[src/rtl/adc_channel_scheduler.sv]
// Scans up to eight analog inputs through one shared SAR converter: per channel it settles the mux
// with the converter held in reset, runs a fixed conversion window, then latches the 8-bit result.
module adc_channel_scheduler #(
  parameter int unsigned NUM_CH        = 6,
  parameter int unsigned SETTLE_CYCLES = 16,
  parameter int unsigned CONV_CYCLES   = 600
) (
  input  logic                  CLK,
  input  logic                  RESET,
  input  logic                  ENABLE,
  input  logic                  FRAME_REQ,
  input  logic [NUM_CH-1:0]     CH_MASK,
  input  logic [7:0]            ADC_DATA,
  output logic                  ADC_RESET_N,
  output logic [2:0]            MUX_SEL,
  output logic [8*NUM_CH-1:0]   CH_DATA,
  output logic [NUM_CH-1:0]     CH_VALID,
  output logic                  SAMPLE_STROBE,
  output logic [2:0]            SAMPLE_CH,
  output logic                  FRAME_DONE,
  output logic                  BUSY
);

  typedef enum logic [1:0] {IDLE, SELECT, CONVERT, ADVANCE} state_e;

  localparam logic [11:0] SETTLE_LOAD = 12'(SETTLE_CYCLES - 1);
  localparam logic [11:0] CONV_LOAD   = 12'(CONV_CYCLES - 1);

  state_e                state_q, state_d;
  logic [11:0]           cnt_q, cnt_d;
  logic [NUM_CH-1:0]     mask_q, mask_d;
  logic [2:0]            cur_q, cur_d;
  logic                  pend_q, pend_d;
  logic                  adc_rst_n_q, adc_rst_n_d;
  logic [2:0]            mux_q, mux_d;
  logic [8*NUM_CH-1:0]   data_q, data_d;
  logic [NUM_CH-1:0]     valid_q, valid_d;
  logic                  strobe_q, strobe_d;
  logic [2:0]            sch_q, sch_d;
  logic                  done_q, done_d;
  logic                  busy_q, busy_d;
  logic                  start;
  logic [NUM_CH-1:0]     above;

  function automatic logic [2:0] lowest_ch(input logic [NUM_CH-1:0] m);
    logic [NUM_CH-1:0] t;
    lowest_ch = '0;
    for (int unsigned i = NUM_CH; i > 0; i--) begin
      t = m >> (i - 1);
      if (t[0]) lowest_ch = 3'(i - 1);
    end
  endfunction

  always_comb begin
    state_d     = state_q;
    cnt_d       = cnt_q;
    mask_d      = mask_q;
    cur_d       = cur_q;
    pend_d      = pend_q | (FRAME_REQ & busy_q);
    adc_rst_n_d = adc_rst_n_q;
    mux_d       = mux_q;
    data_d      = data_q;
    valid_d     = valid_q;
    strobe_d    = 1'b0;
    sch_d       = sch_q;
    done_d      = 1'b0;
    busy_d      = busy_q;
    start       = 1'b0;
    // Latched-mask channels strictly above the current one; the shift wraps to zero past the top.
    above       = mask_q & ~((NUM_CH'(2) << cur_q) - NUM_CH'(1));

    case (state_q)
      IDLE: begin
        adc_rst_n_d = 1'b0;
        if ((ENABLE || FRAME_REQ || pend_q) && (CH_MASK != '0)) start = 1'b1;
        else pend_d = 1'b0;
      end
      SELECT: begin
        if (cnt_q == '0) begin
          state_d     = CONVERT;
          cnt_d       = CONV_LOAD;
          adc_rst_n_d = 1'b1;
        end else begin
          cnt_d = cnt_q - 12'd1;
        end
      end
      CONVERT: begin
        if (cnt_q == '0) begin
          for (int unsigned ch = 0; ch < NUM_CH; ch++) begin
            if (cur_q == 3'(ch)) begin
              data_d[8*ch +: 8] = ADC_DATA;
              valid_d[ch]       = 1'b1;
            end
          end
          strobe_d    = 1'b1;
          sch_d       = cur_q;
          done_d      = (above == '0);
          state_d     = ADVANCE;
          adc_rst_n_d = 1'b0;
        end else begin
          cnt_d = cnt_q - 12'd1;
        end
      end
      ADVANCE: begin
        if (above != '0) begin
          state_d = SELECT;
          cur_d   = lowest_ch(above);
          mux_d   = lowest_ch(above);
          cnt_d   = SETTLE_LOAD;
        end else if ((ENABLE || pend_q) && (CH_MASK != '0)) begin
          start = 1'b1;
        end else begin
          // A request arriving in this final cycle is carried into IDLE rather than lost.
          state_d = IDLE;
          busy_d  = 1'b0;
          pend_d  = FRAME_REQ;
        end
      end
      default: state_d = IDLE;
    endcase

    if (start) begin
      state_d     = SELECT;
      mask_d      = CH_MASK;
      cur_d       = lowest_ch(CH_MASK);
      mux_d       = lowest_ch(CH_MASK);
      cnt_d       = SETTLE_LOAD;
      busy_d      = 1'b1;
      pend_d      = 1'b0;
      adc_rst_n_d = 1'b0;
    end
  end

  always_ff @(posedge CLK or negedge RESET) begin
    if (!RESET) begin
      state_q     <= IDLE;
      cnt_q       <= '0;
      mask_q      <= '0;
      cur_q       <= '0;
      pend_q      <= 1'b0;
      adc_rst_n_q <= 1'b0;
      mux_q       <= '0;
      data_q      <= '0;
      valid_q     <= '0;
      strobe_q    <= 1'b0;
      sch_q       <= '0;
      done_q      <= 1'b0;
      busy_q      <= 1'b0;
    end else begin
      state_q     <= state_d;
      cnt_q       <= cnt_d;
      mask_q      <= mask_d;
      cur_q       <= cur_d;
      pend_q      <= pend_d;
      adc_rst_n_q <= adc_rst_n_d;
      mux_q       <= mux_d;
      data_q      <= data_d;
      valid_q     <= valid_d;
      strobe_q    <= strobe_d;
      sch_q       <= sch_d;
      done_q      <= done_d;
      busy_q      <= busy_d;
    end
  end

  assign ADC_RESET_N   = adc_rst_n_q;
  assign MUX_SEL       = mux_q;
  assign CH_DATA       = data_q;
  assign CH_VALID      = valid_q;
  assign SAMPLE_STROBE = strobe_q;
  assign SAMPLE_CH     = sch_q;
  assign FRAME_DONE    = done_q;
  assign BUSY          = busy_q;

endmodule

[config.mk]
export PLATFORM = sky130hd
export DESIGN_NAME = adc_channel_scheduler
export DESIGN_NICKNAME = d
export VERILOG_FILES = /design/src/rtl/adc_channel_scheduler.sv
export SDC_FILE = /design/constraint.sdc
export NUM_CORES = 1
export LEC_CHECK = 0
export CAP_MARGIN = 20
export CELL_PAD_IN_SITES_DETAIL_PLACEMENT = 1
export CELL_PAD_IN_SITES_GLOBAL_PLACEMENT = 1
export CORE_ASPECT_RATIO = 0.5
export CORE_MARGIN = 2
export CORE_UTILIZATION = 30
export CTS_BUF_LIST = sky130_fd_sc_hd__clkbuf_16
export CTS_CLUSTER_DIAMETER = 40
export DETAILED_ROUTE_END_ITERATION = 12
export GPL_TIMING_DRIVEN = 0
export PLACE_DENSITY = 0.69
export SLEW_MARGIN = 10
export SYNTH_ARGS = -nofsm -noshare
export SYNTH_HDL_FRONTEND = slang
export SYNTH_SLANG_ARGS = --single-unit
export TNS_END_PERCENT = 20
[constraint.sdc]
create_clock -name CLK -period 4.5 [get_ports CLK]
set_clock_uncertainty 0.15 [all_clocks]
set_input_delay 0.45 -clock CLK [delete_from_list [all_inputs] [get_ports CLK]]
set_output_delay 0.45 -clock CLK [all_outputs]
set_load 0.01 [all_outputs]
==> summary.md, run 1 <==
| Metric | Value |
|---|---|
| Post-synthesis net count | 360 |
| ANT cells | 0 |
| Initial Utilization | 31.06% |
| Die Span Y | 85.32 um |
| Tmin final | 2.722 ns |
| Die X | 166.6 um |
| Crit. End Element | register |
| Reg area | 0.002102 mm2 |
| Layout Nets | 454 |
| RSZ-0062 raised after global routing | false |
| Fmax | 367.4 MHz |
| DRC | 0 |
| Slew Limit Fails | 0 |
| Overflow after GRT | 0 |
| Fraction of layout cells with a size suffix above 1 | 22.35% |
| CP delay by family, top | simple AND/OR/NAND/NOR gates |
| Ys Warns | 0 |
| Simple-gate area share of the yosys netlist | 15.74% |
| EDFF count, synth | 0 |
| All-Layer GR Usage | 15.67% |
| Adder-cell share of the synthesized area | 1.892% |
| Post-synthesis xor/xnor area fraction | 0.2208% |
| Async set or reset register ratio after synthesis | 100.0% |
| Multiplexer share of the synthesized area | 16.08% |
| CP max stage cell | nor2_1 |
| Syn avg cell area | 11.81 um2 |
| Number of buffer and inverter stages on the critical path | 1 |
| Crit path kind | register to register |
| Core ar. | 0.01277 mm2 |
| Final Hold Fails | 0 |
| Routed len/inst | 16.99 um |
| Number of global-route vias before repair | 3174 |
| DIE AREA | 0.01422 mm2 |
| Clk pin slew, worst setup/hold paths | 0.06 ns |
| Final Util | 41.50% |
| Peak VDD IR | 178.5 uV |
| Compound-cell area share of the yosys netlist | 10.56% |
| GPL Wtd Cong | 0.8212 |
| Antenna violations before repair | 0 |
| Main combinational cell family by area after synthesis | multiplexers |
| # fillers | 1382 |
| Post-synthesis register bit count | 84 |
| Status | finished clean |
| I/O Buffers | 81 |
| DR vias | 2958 |
| Clk_lat worst skew | 0.34 ns |
| Max Cap Violations | 0 |
| CTS Buf Count | 9 |
| H-tree depth | 3 |
| Pwr Density | 291.8 mW/mm2 |
| Clock buffer depth | 2 |
| Crit path arrival time | 2.76 ns |
| Most frequent cells in the layout | dfrtp_1, clkdlybuf4s50_1, mux2_2 |
| Post-synth cell types | 50 |
| Headroom to the max-slew limit | 43.95% |
| First-pass GRT wire length | 17.11 mm |
| CP max FO | 10 |
| P_leak | 2.327 nW |
| Tightest Pin Transition | 0.8377 ns |
| Part of the Yosys area used for sequential elements | 52.98% |
| Vias per cell | 4.897 |
| Commonest non-fill, non-tap cell in the layout | dfrtp_1 |
| Setup Viol. Count Final | 0 |
| Drt pass-1 iters | 4 |
| CP peak stage delay | 0.67 ns |
| Dominant synthesized flop cell | dfrtp_1 |
| Post-DRT Antenna Nets | 0 |
| DRT iter0 DRCs | 201 |
| Worst hold-check path type | register to register |
| Pin count of the biggest net entering global routing | 52 |
| TritonCTS clock tree | yes |
| Critical path required time | 4.54 ns |
| Clk root buf | clkbuf_16 |
| Hold WS | 0.3184 ns |
| Synth Instances | 336 |
| Final wirelength | 10.26 mm |
| Multi-input logic area | 0.001765 mm2 |
| CTS sink count | 84 |
| Std-Cell Rows | 29 |
| Fraction of the cycle the final worst path needs | 60.48% |
| Worst Setup Start Kind | register |
| P&R area growth vs syn | 33.59% |
| Synthesized cell area | 0.003968 mm2 |
| # IOs | 82 |
| CP Cell Sequence | clkbuf_1, a21oi_2, nor3_1, a22oi_1, nor2_1, o32ai_1 |
| Post-DP HPWL | 7.356 mm |
-- registers in the layout, indices dropped and copies added (netlist names), 2 cells and up --
| signal | flops |
|---|---|
| MUX_SEL | 3 |
| mask_q | 5 |
| SAMPLE_CH | 3 |
| state_q | 2 |
| CH_DATA | 48 |
| CH_VALID | 6 |
| cnt_q | 12 |
-- cell type report --
type | count | share of cell area (%)
sequential | 84 | 39.66
multi-input combinational | 230 | 33.31
timing repair buffer | 83 | 15.96
clock buffer | 9 | 4.249
tap | 170 | 4.013
buffer | 11 | 1.110
clock inverter | 6 | 0.9207
inverter | 11 | 0.7790
-- power by group --
part           internal [mW]  switching (mW)
Combinational         0.0437          0.0394
Sequential             0.766         0.00546
Clock                  0.377           0.315
Total                   1.19           0.360
-- path summary, 6_finish.rpt --
kind | from | to | slack, ns | cells past startpoint
max reg2reg | MUX_SEL[2] | cnt_q[10] | 1.78 | 6
min reg2reg | CH_VALID[3] | CH_VALID[3] | 0.32 | 1
max in group asynchronous | RESET | CH_DATA[41] | 3.13 | 3
min | CH_VALID[3] | CH_VALID[3] | 0.32 | 1
max | MUX_SEL[2] | cnt_q[10] | 1.78 | 6
min in group asynchronous | RESET | ADC_RESET_N | 0.46 | 2
-- Yosys cell counts (all sizes together) (5+ instances only) --
master | count | share of area [%]
a21oi | 21 | 2.7
a31oi | 5 | 0.79
buf | 7 | 1.1
dfrtp | 84 | 53
ha | 6 | 1.9
inv | 11 | 1.0
mux2 | 54 | 15
nand2 | 17 | 1.6
nand2b | 8 | 1.3
nand3 | 6 | 1.1
nor2 | 29 | 2.9
nor3 | 10 | 1.3
nor4 | 8 | 2.0
o21ai | 11 | 1.4
or3 | 5 | 0.82
-- metal layers --
metal	global-route usage (%)	wire length, um	up-vias
met5	0	0	-
met3	4.198	400	16
li1	-	-	1403
met2	25.73	4941	57
met4	5.094	150	0
met1	20.36	4769	1482
-- cells by family (layout without fill, tap and decap cells) --
kind of cell / Yosys count / after routing
fa+ha+maj: 6 / 6
compound gates: 63 / 63
buf+inv: 22 / 120
simple gates: 103 / 103
mux: 57 / 57
xor+xnor: 1 / 1
flops: 84 / 84
-- through the flow --
step	setup WS, ns	power, mW	area [um2]	instances	setup TNS (ns)
global route	1.561	1.609	5300	604	0
global placement	-0.3889	0.8662	4991	587	-31.98
detailed placement	1.527	0.8700	5016	588	0
finish	1.778	1.547	5300	604	0
CTS	1.714	1.580	5300	604	0
floorplan	2.255	0.8041	3968	336	0
-- repair_timing --
item | 4_1_cts | 5_1_grt
resized for setup | 0 | 0
hold buffers | 1 | 0
buffers inserted | 0 | 0
endpoints found under the hold margin | 33 | 0
Note: power is estimated with default switching activity, not from simulation.
==> run 2: changes to the inputs <==
Clock period 4.5 ns to 2.52 ns, I/O delays scaled along.
==> summary.md, run 2 (synthesis gave the netlist of run 1 again) <==
| Metric | Value |
|---|---|
| Final wirelength | 10.43 mm (+1.6%) |
| Pin count of the biggest net entering global routing | 52 (unchanged) |
| RSZ-0062 raised after global routing | true |
| Clk_lat worst skew | 0.34 ns (about the same) |
| Die Span Y | 85.32 um (unchanged) |
| Post-DRT Antenna Nets | 0 (unchanged) |
| Drt pass-1 iters | 4 (unchanged) |
| Total negative setup slack | 0 ns (unchanged) |
| Hold WS | 0.2608 ns (-0.05756 ns) |
| Clk pin slew, worst setup/hold paths | 0.06 ns (about the same) |
| Worst r2r src | MUX_SEL[1] |
| Headroom to the max-slew limit | 59.61% (+16 points) |
| Combinational Power Share | 5.4% (about the same) |
| Critical path required time | 2.63 ns (-1.91 ns) |
| DRC | 0 (unchanged) |
| DR vias | 2988 (+1.0%) |
| TritonCTS clock tree | yes |
| Antenna violations before repair | 0 (unchanged) |
| # IOs | 82 (unchanged) |
| # fillers | 1374 (-0.58%) |
| P&R area growth vs syn | 36.87% |
| Tmin final | 2.448 ns (-0.2739 ns) |
| DRT iter0 DRCs | 233 (+16%) |
| DIE AREA | 0.01422 mm2 (unchanged) |
| ANT cells | 0 (unchanged) |
| Commonest non-fill, non-tap cell in the layout | dfrtp_1 |
| CP max FO | 10 (unchanged) |
| Most frequent cells in the layout | dfrtp_1, clkdlybuf4s50_1, mux2_2 |
| Clock buffer depth | 2 (unchanged) |
| Reg power frac | 49.8% (about the same) |
| Std-Cell Rows | 29 (unchanged) |
| Placed cells | 588 (unchanged) |
| Worst Setup Start Kind | register |
| Clock power frac | 44.8% (about the same) |
| Slew Limit Fails | 0 (unchanged) |
| Routed len/inst | 17.15 um (+0.96%) |
| R2R cell count | 7 (+1) |
| Reg-to-Reg End | cnt_q[8] |
| CTS sink count | 84 (unchanged) |
| Max FFs per register | 48 (unchanged) |
| All-Layer GR Usage | 15.69% (+0.020 points) |
| Fraction of the cycle the final worst path needs | 97.13% (+37 points) |
| Crit path kind | register to register |
| Initial Utilization | 31.06% (unchanged) |
| Tot Pwr | 2.767 mW (+79%) |
| Die X | 166.6 um (unchanged) |
| Post-DP HPWL | 7.356 mm (unchanged) |
| Sw frac | 23.38% (+0.13 points) |
| Crit path arrival time | 2.56 ns (-0.20 ns) |
| Layout Nets | 458 (+0.88%) |
| Peak VDD IR | 318.8 uV (+79%) |
| Final Instance Count excl. Fillers | 608 (+0.66%) |
| Overflow after GRT | 0 (unchanged) |
| Tightest Pin Transition | 0.6003 ns (-0.2374 ns) |
| H-tree depth | 3 (unchanged) |
| First-pass GRT wire length | 17.12 mm (about the same) |
| Max Cap Violations | 0 (unchanged) |
| I/O Buffers | 81 (unchanged) |
| FF-to-FF setup slack | 0.07 ns (-1.71 ns) |
| Number of global-route vias before repair | 3180 (+0.19%) |
| Psw | 647.0 uW (+80%) |
| Worst hold-check path type | input pin to asynchronous set/reset pin |
| GPL Wtd Cong | 0.8212 (unchanged) |
| Core ar. | 0.01277 mm2 (unchanged) |
| Setup Viol. Count Final | 0 (unchanged) |
| Pint | 2.120 mW (+79%) |
| Fraction of layout cells with a size suffix above 1 | 26.26% (+3.9 points) |
| Vias per cell | 4.914 (+0.35%) |
| Status | finished clean |
| P_leak | 2.371 nW (+1.9%) |
| Final Util | 42.52% (+1.0 points) |
| Pwr Density | 509.6 mW/mm2 (+75%) |
| Clk root buf | clkbuf_16 |
| Fmax | 408.6 MHz (+11%) |
| Crit. End Element | register |
| CTS Buf Count | 9 (unchanged) |
| Final Hold Fails | 0 (unchanged) |
-- run 2: cell types whose count changed in the layout (fill, tap and decap cells not counted), sizes merged --
cell,delta
buf,+2
clkbuf,+2
-- run 2: final cells by class --
type	instances	area, um2	area share [%]
buffer	11	75.07	1.382
clock buffer	9	225.2	4.147
clock inverter	6	48.80	0.8986
inverter	11	41.29	0.7604
multi-input combinational	230	1837	33.82
sequential	84	2102	38.71
tap	170	212.7	3.917
timing repair buffer	87	888.4	16.36
-- run 2: power groups by stage --
stage | clock network [mW] | registers, mW | logic, mW
final | 1.24 | 1.38 | 0.149
after global routing | 1.33 | 1.38 | 0.163
after CTS | 1.29 | 1.38 | 0.152
after detailed placement | 0 | 1.40 | 0.151
after global placement | 0 | 1.40 | 0.144
after floorplan | 0 | 1.41 | 0.0240
-- run 2: repair_timing --
action | CTS | global route
resized for setup | 5 | 20
pin swaps | 1 | 4
hold buffers | 1 | 0
hold endpoints to repair | 33 | 0
setup buffers | 1 | 3
setup endpoints to repair | 51 | 62
-- run 2: worst max path at each step --
stage,start,end,cells after the start
floorplan,cnt_q[0],cnt_q[7],9
finish,MUX_SEL[1],cnt_q[8],7
global placement,RESET,CH_VALID[0],1
CTS,cnt_q[0],CH_DATA[2],6
global route,MUX_SEL[1],mask_q[4],9
detailed placement,MUX_SEL[2],cnt_q[10],6
-- run 2: worst max-delay path: stages (launching register included) --
cell and delay, ns:
dfrtp_1 0.44, buf_4 0.21, o21bai_1 0.21, a21oi_2 0.26, or3_1 0.24, a21oi_1 0.18, or4b_1 0.54, a21oi_1 0.16
-- run 2: stage by stage --
stage                     worst slack (ns)  instance area, um2
after floorplan                     0.2745                3968
after global placement              -2.171                4991
after detailed placement           -0.2693                5016
after CTS                         -0.06222                5330
after global routing              -0.06791                5430
final                              0.07234                5430
-- run 2: layer usage --
layer / up-vias / track usage, % / routed length [um]
met1: 1499 / 20.28 / 4813
met4: 0 / 5.643 / 200
li1: 1417 / - / -
met2: 56 / 25.66 / 5043
met3: 16 / 4.198 / 369
met5: - / 0 / 0
